`config.mk`:
```
export PLATFORM = sky130hd
export DESIGN_NAME = nn_layer_sequencer
export DESIGN_NICKNAME = d
export VERILOG_FILES = /design/src/rtl/nn_layer_sequencer.sv
export SDC_FILE = /design/constraint.sdc
export NUM_CORES = 1
export LEC_CHECK = 0
export ABC_CLOCK_PERIOD_IN_PS = 3550
export CAP_MARGIN = 20
export CORE_ASPECT_RATIO = 0.6
export CORE_MARGIN = 1.5
export CORE_UTILIZATION = 57
export DETAILED_ROUTE_END_ITERATION = 6
export PLACE_DENSITY = 0.95
export SLEW_MARGIN = 20
export SYNTH_ARGS = -nofsm -noshare
export SYNTH_HDL_FRONTEND = slang
export SYNTH_SLANG_ARGS = --single-unit
```
`constraint.sdc`:
```
create_clock -name clk -period 3.55 [get_ports clk]
set_input_delay 0.71 -clock clk [delete_from_list [all_inputs] [get_ports clk]]
set_output_delay 0.71 -clock clk [all_outputs]
set_load 0.005 [all_outputs]
```
`src/rtl/nn_layer_sequencer.sv`:
```
`default_nettype none
`timescale 1ns/1ps
// ============================================================================
// Module   : nn_layer_sequencer
// Purpose  : Runs pool -> dense1 -> dense2 -> max with a per-stage timeout trap.
// Revision : 1.0
// ============================================================================
module nn_layer_sequencer #(
  parameter int TIMEOUT = 4096,
  parameter int CNT_W   = 20
) (
  input  logic             clk,
  input  logic             reset,
  input  logic             start,
  input  logic             abort,
  input  logic             pool_done,
  input  logic             dense1_done,
  input  logic             dense2_done,
  input  logic             max_done,
  output logic             layer_clr,
  output logic             pool_en,
  output logic             dense1_en,
  output logic             dense2_en,
  output logic             max_en,
  output logic             busy,
  output logic             nn_done,
  output logic             error,
  output logic [1:0]       err_stage,
  output logic [CNT_W-1:0] total_cycles
);

  localparam int                c_SC_W    = (TIMEOUT > 2) ? $clog2(TIMEOUT) : 1;
  localparam logic [c_SC_W-1:0] c_SC_LAST = c_SC_W'(TIMEOUT - 1);
  localparam logic [CNT_W-1:0]  c_TOT_MAX = '1;

  localparam logic [2:0] S_IDLE   = 3'd0;
  localparam logic [2:0] S_CLEAR  = 3'd1;
  localparam logic [2:0] S_POOL   = 3'd2;
  localparam logic [2:0] S_DENSE1 = 3'd3;
  localparam logic [2:0] S_DENSE2 = 3'd4;
  localparam logic [2:0] S_MAX    = 3'd5;
  localparam logic [2:0] S_DONE   = 3'd6;
  localparam logic [2:0] S_ERROR  = 3'd7;

  logic [2:0]        r_state, w_state_next;
  logic [c_SC_W-1:0] r_stage_cnt, w_stage_cnt_next;
  logic              w_in_stage, w_done_sel, w_done_ok, w_timeout;
  logic              r_layer_clr, r_pool_en, r_dense1_en, r_dense2_en, r_max_en;
  logic              r_busy, r_nn_done, r_error;
  logic              w_layer_clr, w_pool_en, w_dense1_en, w_dense2_en, w_max_en;
  logic              w_busy, w_nn_done, w_error;
  logic [1:0]        r_err_stage, w_err_stage;
  logic [CNT_W-1:0]  r_total, w_total;

  // State and registered outputs; outputs are decoded from the next state so
  // they line up with the state they describe.
  always_ff @(posedge clk or posedge reset) begin
    if (reset) begin
      r_state     <= S_IDLE;
      r_stage_cnt <= '0;
      r_layer_clr <= 1'b0;
      r_pool_en   <= 1'b0;
      r_dense1_en <= 1'b0;
      r_dense2_en <= 1'b0;
      r_max_en    <= 1'b0;
      r_busy      <= 1'b0;
      r_nn_done   <= 1'b0;
      r_error     <= 1'b0;
      r_err_stage <= 2'd0;
      r_total     <= '0;
    end else begin
      r_state     <= w_state_next;
      r_stage_cnt <= w_stage_cnt_next;
      r_layer_clr <= w_layer_clr;
      r_pool_en   <= w_pool_en;
      r_dense1_en <= w_dense1_en;
      r_dense2_en <= w_dense2_en;
      r_max_en    <= w_max_en;
      r_busy      <= w_busy;
      r_nn_done   <= w_nn_done;
      r_error     <= w_error;
      r_err_stage <= w_err_stage;
      r_total     <= w_total;
    end
  end

  always_comb begin
    w_in_stage = (r_state == S_POOL) || (r_state == S_DENSE1) ||
                 (r_state == S_DENSE2) || (r_state == S_MAX);
    w_done_sel = 1'b0;
    case (r_state)
      S_POOL:   w_done_sel = pool_done;
      S_DENSE1: w_done_sel = dense1_done;
      S_DENSE2: w_done_sel = dense2_done;
      S_MAX:    w_done_sel = max_done;
      default:  w_done_sel = 1'b0;
    endcase
    // The first stage cycle never counts, so a done left high from the last run is ignored.
    w_done_ok = w_done_sel && (r_stage_cnt != '0);
    w_timeout = (r_stage_cnt == c_SC_LAST);

    w_state_next = r_state;
    if (abort) begin
      w_state_next = S_IDLE;
    end else begin
      case (r_state)
        S_IDLE, S_DONE, S_ERROR: if (start) w_state_next = S_CLEAR;
        S_CLEAR:  w_state_next = S_POOL;
        S_POOL:   if (w_done_ok) w_state_next = S_DENSE1; else if (w_timeout) w_state_next = S_ERROR;
        S_DENSE1: if (w_done_ok) w_state_next = S_DENSE2; else if (w_timeout) w_state_next = S_ERROR;
        S_DENSE2: if (w_done_ok) w_state_next = S_MAX;    else if (w_timeout) w_state_next = S_ERROR;
        S_MAX:    if (w_done_ok) w_state_next = S_DONE;   else if (w_timeout) w_state_next = S_ERROR;
        default:  w_state_next = S_IDLE;
      endcase
    end
  end

  always_comb begin
    w_layer_clr = (w_state_next == S_CLEAR);
    w_pool_en   = (w_state_next == S_POOL);
    w_dense1_en = (w_state_next == S_DENSE1);
    w_dense2_en = (w_state_next == S_DENSE2);
    w_max_en    = (w_state_next == S_MAX);
    w_busy      = (w_state_next >= S_CLEAR) && (w_state_next <= S_MAX);
    w_nn_done   = (w_state_next == S_DONE);
    w_error     = (w_state_next == S_ERROR);

    w_err_stage = 2'd0;
    if (w_state_next == S_ERROR) begin
      case (r_state)
        S_POOL:   w_err_stage = 2'd0;
        S_DENSE1: w_err_stage = 2'd1;
        S_DENSE2: w_err_stage = 2'd2;
        S_MAX:    w_err_stage = 2'd3;
        default:  w_err_stage = r_err_stage;
      endcase
    end

    w_total = r_total;
    if (w_state_next == S_CLEAR)
      w_total = '0;
    else if (w_in_stage && (r_total != c_TOT_MAX))
      w_total = r_total + CNT_W'(1);

    w_stage_cnt_next = '0;
    if (w_in_stage && (w_state_next == r_state))
      w_stage_cnt_next = r_stage_cnt + c_SC_W'(1);
  end

  assign layer_clr    = r_layer_clr;
  assign pool_en      = r_pool_en;
  assign dense1_en    = r_dense1_en;
  assign dense2_en    = r_dense2_en;
  assign max_en       = r_max_en;
  assign busy         = r_busy;
  assign nn_done      = r_nn_done;
  assign error        = r_error;
  assign err_stage    = r_err_stage;
  assign total_cycles = r_total;

endmodule
`default_nettype wire

```
==> impl_metrics.tcl <==
set metrics [dict create \
    syn_avg_cell_area_um2 9.953 \
    p_leak_nw 1.217 \
    clockBufferDepth 2 \
    io_pins 38 \
    tightest_slew_ns 0.5515 \
    start_util 0.5909 \
    clock_sinks 45 \
    period_minus_slack_ns 2.267 \
    post-cts-setup-buffer-count 0 \
    critPathTopFamily "compound AO/OA/AOI/OAI gates" \
    rsz0062_at_grt "false" \
    grt_pass1_vias 1711 \
    synth_common_cells "dfrtp_1, nor2_1, nand2_1, nand3_1, xnor2_1" \
    synth_edf_count 0 \
    power.total_mw 1.219 \
    synth_most_common_cell "dfrtp_1" \
    final_antenna_net_count 0 \
    timing.final.crit_share 0.6385 \
    min_to "total_cycles[3]$_DFFE_PP0P_" \
    drive_above_1_share 0.08185 \
    yosys_warnings 0 \
    power_density_nw_per_um2 413.0 \
    whs_ns 0.5249 \
    max_freq_ghz 0.4412 \
    postPlaceCellArea_um2 2814 \
    syn_inst 242 \
    finalMaxSlewViolations 0 \
    place_inst 333 \
    syn_area_um2 2409 \
    synth_nets 253 \
    critPathRequiredTime_ns 3.75 \
    yosysTopAreaCell "dfrtp_1" \
    ys_async_sr_fraction 1.000 \
    cts_resized 0 \
    synth-seq-cells 45 \
    yosysSeqAreaShare 0.4675 \
    end_kind "flop" \
    reg2reg_depth 6 \
    worstSetupPathType "input port to flop" \
    routedWlPerCell_um 15.53 \
    port_buffers 37 \
    drv_cap 0 \
    cts_tree "done" \
    dp_hpwl_um 3664 \
    synthTopCellsByArea "dfrtp_1, xnor2_1, nor2_1" \
    grt.overflow.total 0 \
    crit_slowest_cell "a2111o_4" \
    clk_transition_reported_paths_ns 0.09 \
    slowest_delay_ns 0.55 \
    worstReg2RegStart "r_stage_cnt[0]$_DFF_PP0_" \
    dieWidth_um 86.92 \
    grt_max_degree 46 \
    hp-start "total_cycles[3]$_DFFE_PP0P_" \
    r2r-end "err_stage[0]$_DFFE_PP0P_" \
    yosys.area.top_type_share 0.4675 \
    setup_violations 0 \
    dp_slack_ns 0.9579 \
    fillers 303 \
    vias_per_cell 5.762 \
    clkLatencyLatePin_ns 0.31 \
    drtPass1Iterations 4 \
    drc_errors 0 \
    stdcell_area_um2 2952 \
    gp_congestion 0.8145 \
    critPathMaxFanout 9 \
    instances_no_fill 341 \
    layout.nets 291 \
    clock_skew_ns 0.01117 \
    grt_pass1_wl_um 8500 \
    hold_class "flop to flop" \
    crit_buf_inv 1 \
    area_growth_pct 22.55 \
    core_area_um2 4076 \
    antenna_found_initial 0 \
    hold_violations 0 \
    ys.flop_type "dfrtp_1" \
    cts_made_buffers 5 \
    drt-total-wl_um 5295 \
    grt_usage 0.2501 \
    worstSetupPathDepth 6 \
    fp.dieH_um 53.35 \
    drtIter0Drc 123 \
    r2r_setup_slack_ns 1.30 \
    htreeDepth 2 \
    peakVddDrop_mv 0.3132 \
    root_buffer "clkbuf_8" \
    num_rows 18 \
    cp-start-kind "input port" \
    setup_ws_ns 1.283 \
    die-area_um2 4637 \
    finalSetupTns_ns 0 \
    yosysUniqueCellTypes 46 \
    status "complete, no violations" \
    worst_ep_arrival_time_ns 2.46 \
    antenna_cells 0 \
    timing.critical_path.cells "clkdlybuf4s50_1, mux2i_1, o22a_1, nor2_1, a2111o_4, a2111oi_4" \
    final_util 0.7241 \
    whs_path_depth 1 \
    timing.slew.headroom 0.6323 \
    ctsHoldBuffers 0 \
    vias 1965 \
]
-- kinds of logic (layout without fill, tap and decap cells) --
logic type,count (synthesis),in the layout,synth area share
compound gates,35,35,0.1148
xor+xnor,18,18,0.06857
fa+ha+maj,3,3,0.01559
buf+inv,18,57,0.03689
flops,45,45,0.4675
mux,8,8,0.03325
simple gates,115,115,0.2634
-- registers in the layout (all words and copies together) (netlist names) --
name          count
busy              1
layer_clr         1
total_cycles     20
err_stage         2
r_state           3
max_en            1
dense1_en         1
dense2_en         1
error             1
r_stage_cnt      12
pool_en           1
nn_done           1
-- cells in the final DEF, fill, tap and decap left out, types with 2 or more instances in the layout --
cell             Yosys  final
a21oi_1             11     11
a31o_2               2      2
a31oi_1              5      5
and3_1               7      7
and4_1               6      6
bufinv_16            0      2
clkbuf_8             0      5
clkdlybuf4s50_1      0     37
dfrtp_1             45     45
ha_1                 3      3
inv_1               10      9
mux2i_1              8      8
nand2_1             24     24
nand2b_1             3      3
nand3_1             13     13
nand4_1              7      7
nor2_1              25     25
nor2b_1              5      5
nor3_1               6      6
nor3b_1              2      2
nor4_1               4      4
o21ai_0              4      4
o31ai_1              3      3
or3_1                5      5
or4_1                2      2
xnor2_1             13     13
xor2_1               4      4
-- worst reg2reg max path, delay by kind of cell (launching register included) --
kind | cells | cell delay (ns)
AOI/OAI and AO/OA | 3 | 0.93
DFF | 1 | 0.43
adders and majority gates | 1 | 0.25
and+or+nand+nor | 2 | 0.54
-- layout make-up --
class	instances	area (µm²)	area share
clock buffers	5	68.82	0.02331
clock inverters	3	68.82	0.02331
inverters	11	41.29	0.01399
multi-input cells	179	1194	0.4044
flip-flops and latches	45	1126	0.3815
well taps	60	75.07	0.02543
repair buffers	38	377.9	0.1280
-- power by group --
group / switching (mW) / internal, mW
logic: 0.0911 / 0.0830
registers: 0.0360 / 0.534
clock network: 0.191 / 0.283
-- worst max path at each step --
stage,start,endpoint,slack (ns)
2_1_floorplan,max_done,err_stage[0]$_DFFE_PP0P_,1.51
3_3_place_gp,max_done,err_stage[0]$_DFFE_PP0P_,1.01
3_5_place_dp,dense1_done,err_stage[0]$_DFFE_PP0P_,0.96
4_1_cts,dense1_done,err_stage[0]$_DFFE_PP0P_,1.28
5_1_grt,start,total_cycles[1]$_DFFE_PP0P_,1.17
6_report,dense1_done,err_stage[0]$_DFFE_PP0P_,1.28
-- per-layer routing --
layer | up-vias | share of wire | track usage
met3 | 7 | 0.069 | 0.06396
met4 | 0 | 0.011 | 0.1048
met5 | - | 0 | 0
met2 | 69 | 0.45 | 0.3695
met1 | 946 | 0.47 | 0.3492
li1 | 943 | - | -
(Power assumes the default switching activity.)
